## src/rtl/guarded_release_pkg.sv

```systemverilog
// Shared types and helpers for the guarded release array.
package guarded_release_pkg;

    typedef enum logic {
        RUN    = 1'b0,
        LOCKED = 1'b1
    } state_t;

    function automatic int sel_w(input int n);
        int w;
        w = $clog2(n);
        return (w < 1) ? 1 : w;
    endfunction

endpackage

```

## src/rtl/guarded_release_array_phase_tracker.sv

```systemverilog
// Phase counter with a trailing shadow counter; flags any break of prev == cnt-1.
module phase_tracker #(
    parameter int CNT_W = 2
) (
    input  logic             clk,
    input  logic             rst_n,
    input  logic             freeze,
    output logic [CNT_W-1:0] cnt,
    output logic [CNT_W-1:0] prev,
    output logic             viol
);

    always_ff @(posedge clk) begin
        if (!rst_n) begin
            cnt  <= '0;
            prev <= '1;
        end else if (!freeze) begin
            cnt  <= cnt + CNT_W'(1);
            prev <= prev + CNT_W'(1);
        end
    end

    assign viol = (prev != (cnt - CNT_W'(1)));

endmodule

```

## src/rtl/guarded_release_array.sv

```systemverilog
// Per-channel guarded capture of a secret word, released through a valid/ready
// window gated by a self-checking phase counter pair.
module guarded_release_array
    import guarded_release_pkg::*;
#(
    parameter  int DATA_W        = 32,
    parameter  int NUM_CH        = 4,
    parameter  int CNT_W         = 2,
    parameter  int CAP_PHASE     = 3,
    parameter  int REL_PHASE     = 3,
    parameter  int CLEAR_ON_MISS = 0,
    localparam int SEL_W         = sel_w(NUM_CH)
) (
    input  logic              clk,
    input  logic              rst_n,
    input  logic              enable,
    input  logic              cap_en,
    input  logic [SEL_W-1:0]  cap_sel,
    input  logic [DATA_W-1:0] secret,
    input  logic [NUM_CH-1:0] visible,
    output logic [DATA_W-1:0] out1,
    input  logic [SEL_W-1:0]  rd_sel,
    output logic [DATA_W-1:0] out2,
    output logic              out2_valid,
    input  logic              out2_ready,
    input  logic              flush,
    output logic              overrun,
    output logic              alarm,
    output logic [CNT_W-1:0]  phase
);

    state_t            state, state_nx;
    logic              run;
    logic              freeze;
    logic [CNT_W-1:0]  cnt, prev;
    logic              viol;

    logic [DATA_W-1:0] guard [NUM_CH];
    logic [NUM_CH-1:0] gvalid;
    logic [NUM_CH-1:0] cap_hit, cons_hit;
    logic              cap_in, rd_in;
    logic              cap_ok, consume;

    assign run    = (state == RUN);
    assign freeze = !(run && enable);

    phase_tracker #(.CNT_W(CNT_W)) u_phase (
        .clk    (clk),
        .rst_n  (rst_n),
        .freeze (freeze),
        .cnt    (cnt),
        .prev   (prev),
        .viol   (viol)
    );

    // Range checks collapse to constants when NUM_CH fills the select space.
    if (NUM_CH == (1 << SEL_W)) begin : g_full
        assign cap_in = 1'b1;
        assign rd_in  = 1'b1;
    end else begin : g_part
        assign cap_in = (cap_sel < SEL_W'(NUM_CH));
        assign rd_in  = (rd_sel < SEL_W'(NUM_CH));
    end

    always_ff @(posedge clk) begin
        if (!rst_n) state <= RUN;
        else        state <= state_nx;
    end

    always_comb begin
        state_nx = state;
        if (state == RUN && viol) state_nx = LOCKED;
    end

    always_ff @(posedge clk) begin
        if (!rst_n)              alarm <= 1'b0;
        else if (run && viol)    alarm <= 1'b1;
    end

    assign cap_ok     = run && cap_en && cap_in && (cnt == CNT_W'(CAP_PHASE));
    assign out2_valid = run && rd_in && (prev == CNT_W'(REL_PHASE)) && gvalid[rd_sel];
    assign out2       = out2_valid ? guard[rd_sel] : '0;
    assign consume    = out2_valid && out2_ready;
    assign out1       = (run && enable && cap_en && visible[cap_sel]) ? secret : '0;
    assign phase      = cnt;

    always_comb begin
        cap_hit  = '0;
        cons_hit = '0;
        for (int unsigned i = 0; i < NUM_CH; i++) begin
            cap_hit[i]  = cap_ok  && (cap_sel == SEL_W'(i));
            cons_hit[i] = consume && (rd_sel == SEL_W'(i));
        end
    end

    // Priority per channel: flush, then capture, then consume, then miss-clear.
    always_ff @(posedge clk) begin
        if (!rst_n) begin
            for (int unsigned i = 0; i < NUM_CH; i++) guard[i] <= '0;
            gvalid  <= '0;
            overrun <= 1'b0;
        end else begin
            for (int unsigned i = 0; i < NUM_CH; i++) begin
                if (flush) begin
                    guard[i]  <= '0;
                    gvalid[i] <= 1'b0;
                end else if (cap_hit[i]) begin
                    guard[i]  <= secret;
                    gvalid[i] <= 1'b1;
                end else if (cons_hit[i] || (CLEAR_ON_MISS != 0 && !cap_ok)) begin
                    guard[i]  <= '0;
                    gvalid[i] <= 1'b0;
                end
            end
            if (!flush && |(cap_hit & gvalid & ~cons_hit)) overrun <= 1'b1;
        end
    end

endmodule

```

## config.mk

```make
export PLATFORM = sky130hd
export DESIGN_NAME = guarded_release_array
export DESIGN_NICKNAME = d
export VERILOG_FILES = /design/src/rtl/guarded_release_pkg.sv /design/src/rtl/guarded_release_array_phase_tracker.sv /design/src/rtl/guarded_release_array.sv
export SDC_FILE = /design/constraint.sdc
export NUM_CORES = 1
export LEC_CHECK = 0
export CORE_MARGIN = 10
export CORE_UTILIZATION = 35
export DETAILED_ROUTE_END_ITERATION = 10
export MAX_ROUTING_LAYER = met4
export PLACE_DENSITY = 0.62
export SLEW_MARGIN = 10
export SYNTH_ARGS = -nofsm -noshare
export SYNTH_HDL_FRONTEND = slang
export SYNTH_SLANG_ARGS = --single-unit
```

## constraint.sdc

```tcl
create_clock -name clk -period 4.3 [get_ports clk]
set_input_delay 0.86 -clock clk [delete_from_list [all_inputs] [get_ports clk]]
set_output_delay 0.86 -clock clk [all_outputs]
set_load 0.005 [all_outputs]
```

==> flow_summary.json, run 1 <==
{
  "ff2ff_setup_slack_ns": 1.36,
  "rsz0062_at_grt": "false",
  "grt_use_total_pct": 14.2,
  "pre_cts_slack_ns": 0.530,
  "nets": 619,
  "postSynthAreaPerCell_um2": 14.3,
  "globalplace.congestion": 0.754,
  "regToRegStartpoint": "gvalid[1]",
  "rows": 50,
  "vias_per_cell": 5.20,
  "cts_tree": "done",
  "final_hold_viol_count": 0,
  "cts_buffers": 17,
  "grt_pass1_vias": 4589,
  "boundaryPins": 115,
  "crit_buf_inv": 2,
  "drt-total-wl_um": 17100,
  "start_util_pct": 35.6,
  "grt_pass1_wl_um": 25900,
  "cp-end-kind": "output port",
  "utilization_pct": 45.9,
  "p_per_area_nw_per_um2": 392,
  "crit_family": "buffers and inverters",
  "slew_violations": 0,
  "fin_crit_sh_pct": 86.6,
  "avgRoutedWirePerCell_um": 20.9,
  "crit_fanout": 32,
  "clock-sinks": 138,
  "p_leak_nw": 3.65,
  "synthCells": 469,
  "drive_gt1_share_pct": 14.4,
  "portBuffers": 114,
  "setup_viol": 0,
  "design_area_um2": 8620,
  "timing.fmax_ghz": 0.268,
  "dr.pass1.iters": 5,
  "reg2reg_depth": 4,
  "holdBufCountCts": 0,
  "root_buffer": "clkbuf_16",
  "synth_edf_count": 128,
  "setup_slack_ns": 0.575,
  "post_cts.repair.setup_buffers": 0,
  "path_cells": "clkdlybuf4s50_1 > mux4_2 > and3_4 > and2_1 > clkdlybuf4s50_1",
  "htreeDepth": 4,
  "synth-async-reset-ratio_pct": 0,
  "slowest_stage": "clkdlybuf4s50_1",
  "ys_seq_elements": 138,
  "insertion_delay_ns": 0.42,
  "ys.flop_type": "edfxtp_1",
  "die_area_um2": 25000,
  "post_cts_resize_count": 0,
  "final_antenna_net_count": 0,
  "gr-total-overflow": 0,
  "r2r-end": "guard[0][25]",
  "synth_seq_area_share_pct": 60.4,
  "n_antenna_cell": 0,
  "max-slew-margin-rel_pct": 33.2,
  "area_growth_pct": 28.9,
  "clk_pin_slew_worst_paths_ns": 0.06,
  "post_dp_cell_area_um2": 8040,
  "place_hpwl_um": 10400,
  "drc": 0,
  "antenna_found_initial": 0,
  "worst_slew_pin_slew_ns": 1.00,
  "holdPathEnd": "gvalid[3]",
  "arrival_ns": 2.87,
  "hp-start": "gvalid[3]",
  "yosys_warnings": 0,
  "cp_data_required_time_ns": 3.44,
  "via_count": 4253,
  "fp.dieH_um": 158,
  "mostFrequentLayoutCells": "and3_1, edfxtp_1, clkdlybuf4s50_1",
  "start_kind": "primary input",
  "drtIter0Drc": 284,
  "core_area_um2": 18800,
  "syn_nets": 517,
  "min_path_type": "flip-flop to flip-flop",
  "clockBufferDepth": 2,
  "period_minus_slack_ns": 3.73,
  "crit_type": "primary input to output port",
  "cpPeakStageDelay_ns": 0.65,
  "grt_max_degree": 76,
  "max-cap-violations": 0,
  "die_width_um": 158,
  "ir_worst_vdd_v": 0.000244,
  "crit_path_frequent_cell": "clkdlybuf4s50_1",
  "hold_path_depth": 2,
  "status": "finished clean",
  "syn-cell-area_um2": 6690,
  "yosysUniqueCellTypes": 41,
  "fin_skew_ns": 0.00594,
  "tns_ns": 0
}
==> synth_stat cells (all sizes together), types with 2 or more instances <==
cell,instances,area share (%)
and3,129,12
edfxtp,128,57
and2,65,6.1
mux4,34,12
clkbuf,23,1.3
buf,20,2.3
nand2,11,0.62
dfxtp,10,3.0
nor2,5,0.47
a21oi,4,0.30
inv,4,0.22
nand3,4,0.30
nor2b,4,0.37
xnor2,3,0.39
ha,2,0.37
mux2i,2,0.30
nand4,2,0.19
o211ai,2,0.22
o21ai,2,0.15
or3,2,0.26
==> metal layers <==
metal  global-route usage [%]  vias up  wire [um]
li1                         -     1992          -
met1                     15.8     2106       6950
met2                     24.3      145       8870
met3                     4.24       10       1070
met4                     4.19        0        172
met5                        -        -          0
==> worst register-to-register path, stage by stage (launching register included) <==
cell	delay (ns)
dfxtp_1	0.37
mux4_2	0.70
nand3_1	0.25
o311ai_4	0.86
buf_4	0.43
==> worst max path at each step <==
stage | start | end | slack, ns | cells past startpoint
2_1_floorplan | rd_sel[1] | guard[2][0] | 0.13 | 4
3_3_place_gp | rd_sel[0] | guard[0][26] | 0.59 | 5
3_5_place_dp | cap_sel[1] | out1[20] | 0.53 | 5
4_1_cts | cap_sel[1] | out1[20] | 0.53 | 5
5_1_grt | cap_sel[1] | out1[20] | 0.45 | 5
6_report | cap_sel[1] | out1[20] | 0.57 | 5
==> per-stage QoR <==
step	power, W	hold WS, ns	std cells
floorplan	0.00179	0.441	469
global placement	0.00196	0.462	786
detailed placement	0.00198	0.471	786
CTS	0.00341	0.480	818
global route	0.00350	0.498	818
finish	0.00338	0.485	818
==> sequential cells by signal, indices dropped and copies added (netlist names) <==
name,count
alarm,1
guard,128
gvalid,4
overrun,1
u_phase.cnt,2
u_phase.prev,2
==> logic make-up (layout without fill, tap and decap cells) <==
| kind of cell | count (synthesis) | in the layout | share of synthesized area (%) |
|---|---|---|---|
| AO/OA/AOI/OAI | 13 | 13 | 1.27 |
| XOR/XNOR | 4 | 4 | 0.524 |
| adder cells (fa/ha/maj) | 2 | 2 | 0.374 |
| buffers and inverters | 47 | 162 | 3.85 |
| flip-flops | 138 | 138 | 60.4 |
| multiplexers | 36 | 36 | 12.0 |
| AND/OR/NAND/NOR | 229 | 229 | 21.5 |
==> final cells by class <==
class,instances,area (um^2)
multi-input combinational,284,2450
sequential,138,4040
fill,1673,10100
inverter,4,15.0
clock inverter,14,155
tap,234,293
clock buffer,18,429
timing repair buffer,126,1230
==> power breakdown <==
group          switching (W)  leakage (nW)  internal (W)  total, W
registers          0.0000368          1.51       0.00153   0.00156
clock network       0.000538         0.286      0.000902   0.00144
logic               0.000201          1.86      0.000176  0.000376
total               0.000775          3.65       0.00260   0.00338
(Power assumes the default switching activity.)
==> run 2, diff against run 1 <==
Settings changed: HOLD_SLACK_MARGIN from default to 0.06, SKIP_LAST_GASP from default to 1.
Clock period 4.3 ns to 3.25 ns, I/O delays scaled along.
==> run 2 against run 1 <==
Compared with the run above:
- sequential power grew 33%
- non-clock buffer count up 17
- wire length increased by 7.6%
- clock power is 32% higher
- flip-flop and latch count did not move
==> flow_summary.json, run 2 (synthesis results as in run 1) <==
{
  "die_width_um": 158,
  "n_antenna_cell": 0,
  "drtIter0Drc": 347,
  "dr.pass1.iters": 5,
  "status": "finished clean",
  "largest_reg_flops": 128,
  "design_area_um2": 8840,
  "largest_registers": "guard (128), gvalid (4)",
  "root_buffer": "clkbuf_16",
  "period_minus_slack_ns": 3.21,
  "via_count": 4424,
  "grt_pass1_vias": 4723,
  "boundaryPins": 115,
  "final_hold_viol_count": 0,
  "final_antenna_net_count": 0,
  "start_kind": "primary input",
  "drt-total-wl_um": 18400,
  "fp.dieH_um": 158,
  "post_dp_cell_area_um2": 8170,
  "grt_use_total_pct": 15.2,
  "clockBufferDepth": 2,
  "avgRoutedWirePerCell_um": 21.9,
  "cp_data_required_time_ns": 2.60,
  "mostFrequentLayoutCells": "and3_1, edfxtp_1, clkdlybuf4s50_1",
  "nets": 639,
  "fillers": 1634,
  "drive_gt1_share_pct": 17.2,
  "rows": 50,
  "min_path_type": "flip-flop to flip-flop",
  "portBuffers": 114,
  "drc": 0,
  "start_util_pct": 35.6,
  "die_area_um2": 25000,
  "grt_pass1_wl_um": 27600,
  "crit_type": "primary input to output port",
  "area_growth_pct": 32.1,
  "timing.fmax_ghz": 0.311,
  "antenna_found_initial": 0,
  "grt_max_degree": 46,
  "slew_violations": 0,
  "place_hpwl_um": 11100,
  "cts_buffers": 17,
  "worst_slew_pin_slew_ns": 0.889,
  "p_per_area_nw_per_um2": 510,
  "ir_worst_vdd_v": 0.000386,
  "regMostFlops": "guard",
  "globalplace.congestion": 0.760,
  "fin_crit_sh_pct": 98.9,
  "insertion_delay_ns": 0.42,
  "rsz0062_at_grt": "true",
  "max-slew-margin-rel_pct": 40.6,
  "clk_pin_slew_worst_paths_ns": 0.06,
  "max-cap-violations": 0,
  "cts_tree": "done",
  "hold-worst-slack_ns": 0.484,
  "setup_viol": 0,
  "cp-end-kind": "output port",
  "crit_fanout": 8,
  "tns_ns": 0,
  "fin_skew_ns": 0.00634,
  "clock-sinks": 138,
  "gr-total-overflow": 0,
  "p_leak_nw": 3.89,
  "vias_per_cell": 5.28,
  "core_area_um2": 18800,
  "arrival_ns": 2.56,
  "htreeDepth": 4
}
## run 2: cell types whose count changed in the layout (fill, tap and decap cells not counted), sizes merged, moves of 2 or more
cell | before | now
buf | 14 | 31
clkdlybuf4s50 | 112 | 103
dlymetal6s2s | 0 | 8
and3 | 129 | 132
clkinvlp | 1 | 4
clkinv | 10 | 8
## run 2: final timing paths
kind,slack [ns],depth (start not counted),endpoint,startpoint
min reg2reg,0.48,2,gvalid[0],gvalid[0]
max reg2reg,0.82,6,guard[2][2],u_phase.prev[0]
min,0.48,2,gvalid[0],gvalid[0]
max,0.04,5,out1[6],visible[3]
## run 2: worst max-delay path, stage by stage
cell             delay, ns
clkdlybuf4s50_1       0.40
mux4_2                0.60
and3_4                0.29
and2_1                0.17
clkdlybuf4s50_1       0.45
## run 2: layout make-up
| type | instances | area, um^2 | share of cell area [%] |
|---|---|---|---|
| Sequential cell | 138 | 4040 | 45.8 |
| Multi-Input combinational cell | 287 | 2490 | 28.2 |
| Timing Repair Buffer | 143 | 1410 | 15.9 |
| Clock buffer | 17 | 425 | 4.81 |
| Tap cell | 234 | 293 | 3.31 |
| Clock inverter | 15 | 158 | 1.78 |
| Inverter | 4 | 15.0 | 0.170 |
## run 2: timing repair
action	in CTS	in global routing
pin swaps	0	0
hold buffers	0	0
buffers inserted	0	2
resized for setup	4	10
gates cloned	2	1
endpoints found under the setup margin	32	21
## run 2: metal layers
metal | up-vias | track usage [%] | routed length (um)
met3 | 10 | 3.67 | 1120
met4 | 0 | 3.88 | 125
met1 | 2213 | 19.0 | 7920
li1 | 2043 | - | -
met5 | - | - | 0
met2 | 158 | 24.4 | 9180
## run 2: per-stage QoR
stage                     worst slack [ns]  power, W  cells  utilization [%]
after floorplan                     0.0126   0.00236    469                -
after global placement            -0.00323   0.00261    800             43.5
after detailed placement           -0.0436   0.00263    800             43.5
after CTS                          0.00690   0.00453    834             46.8
after global routing              -0.00896   0.00468    838             47.1
final                               0.0355   0.00451    838             47.1
## run 2: power breakdown
group          internal, W  switching (W)  total [W]
sequential         0.00202      0.0000527    0.00207
combinational     0.000257       0.000285   0.000542
clock              0.00119       0.000710    0.00190
total              0.00346        0.00105    0.00451
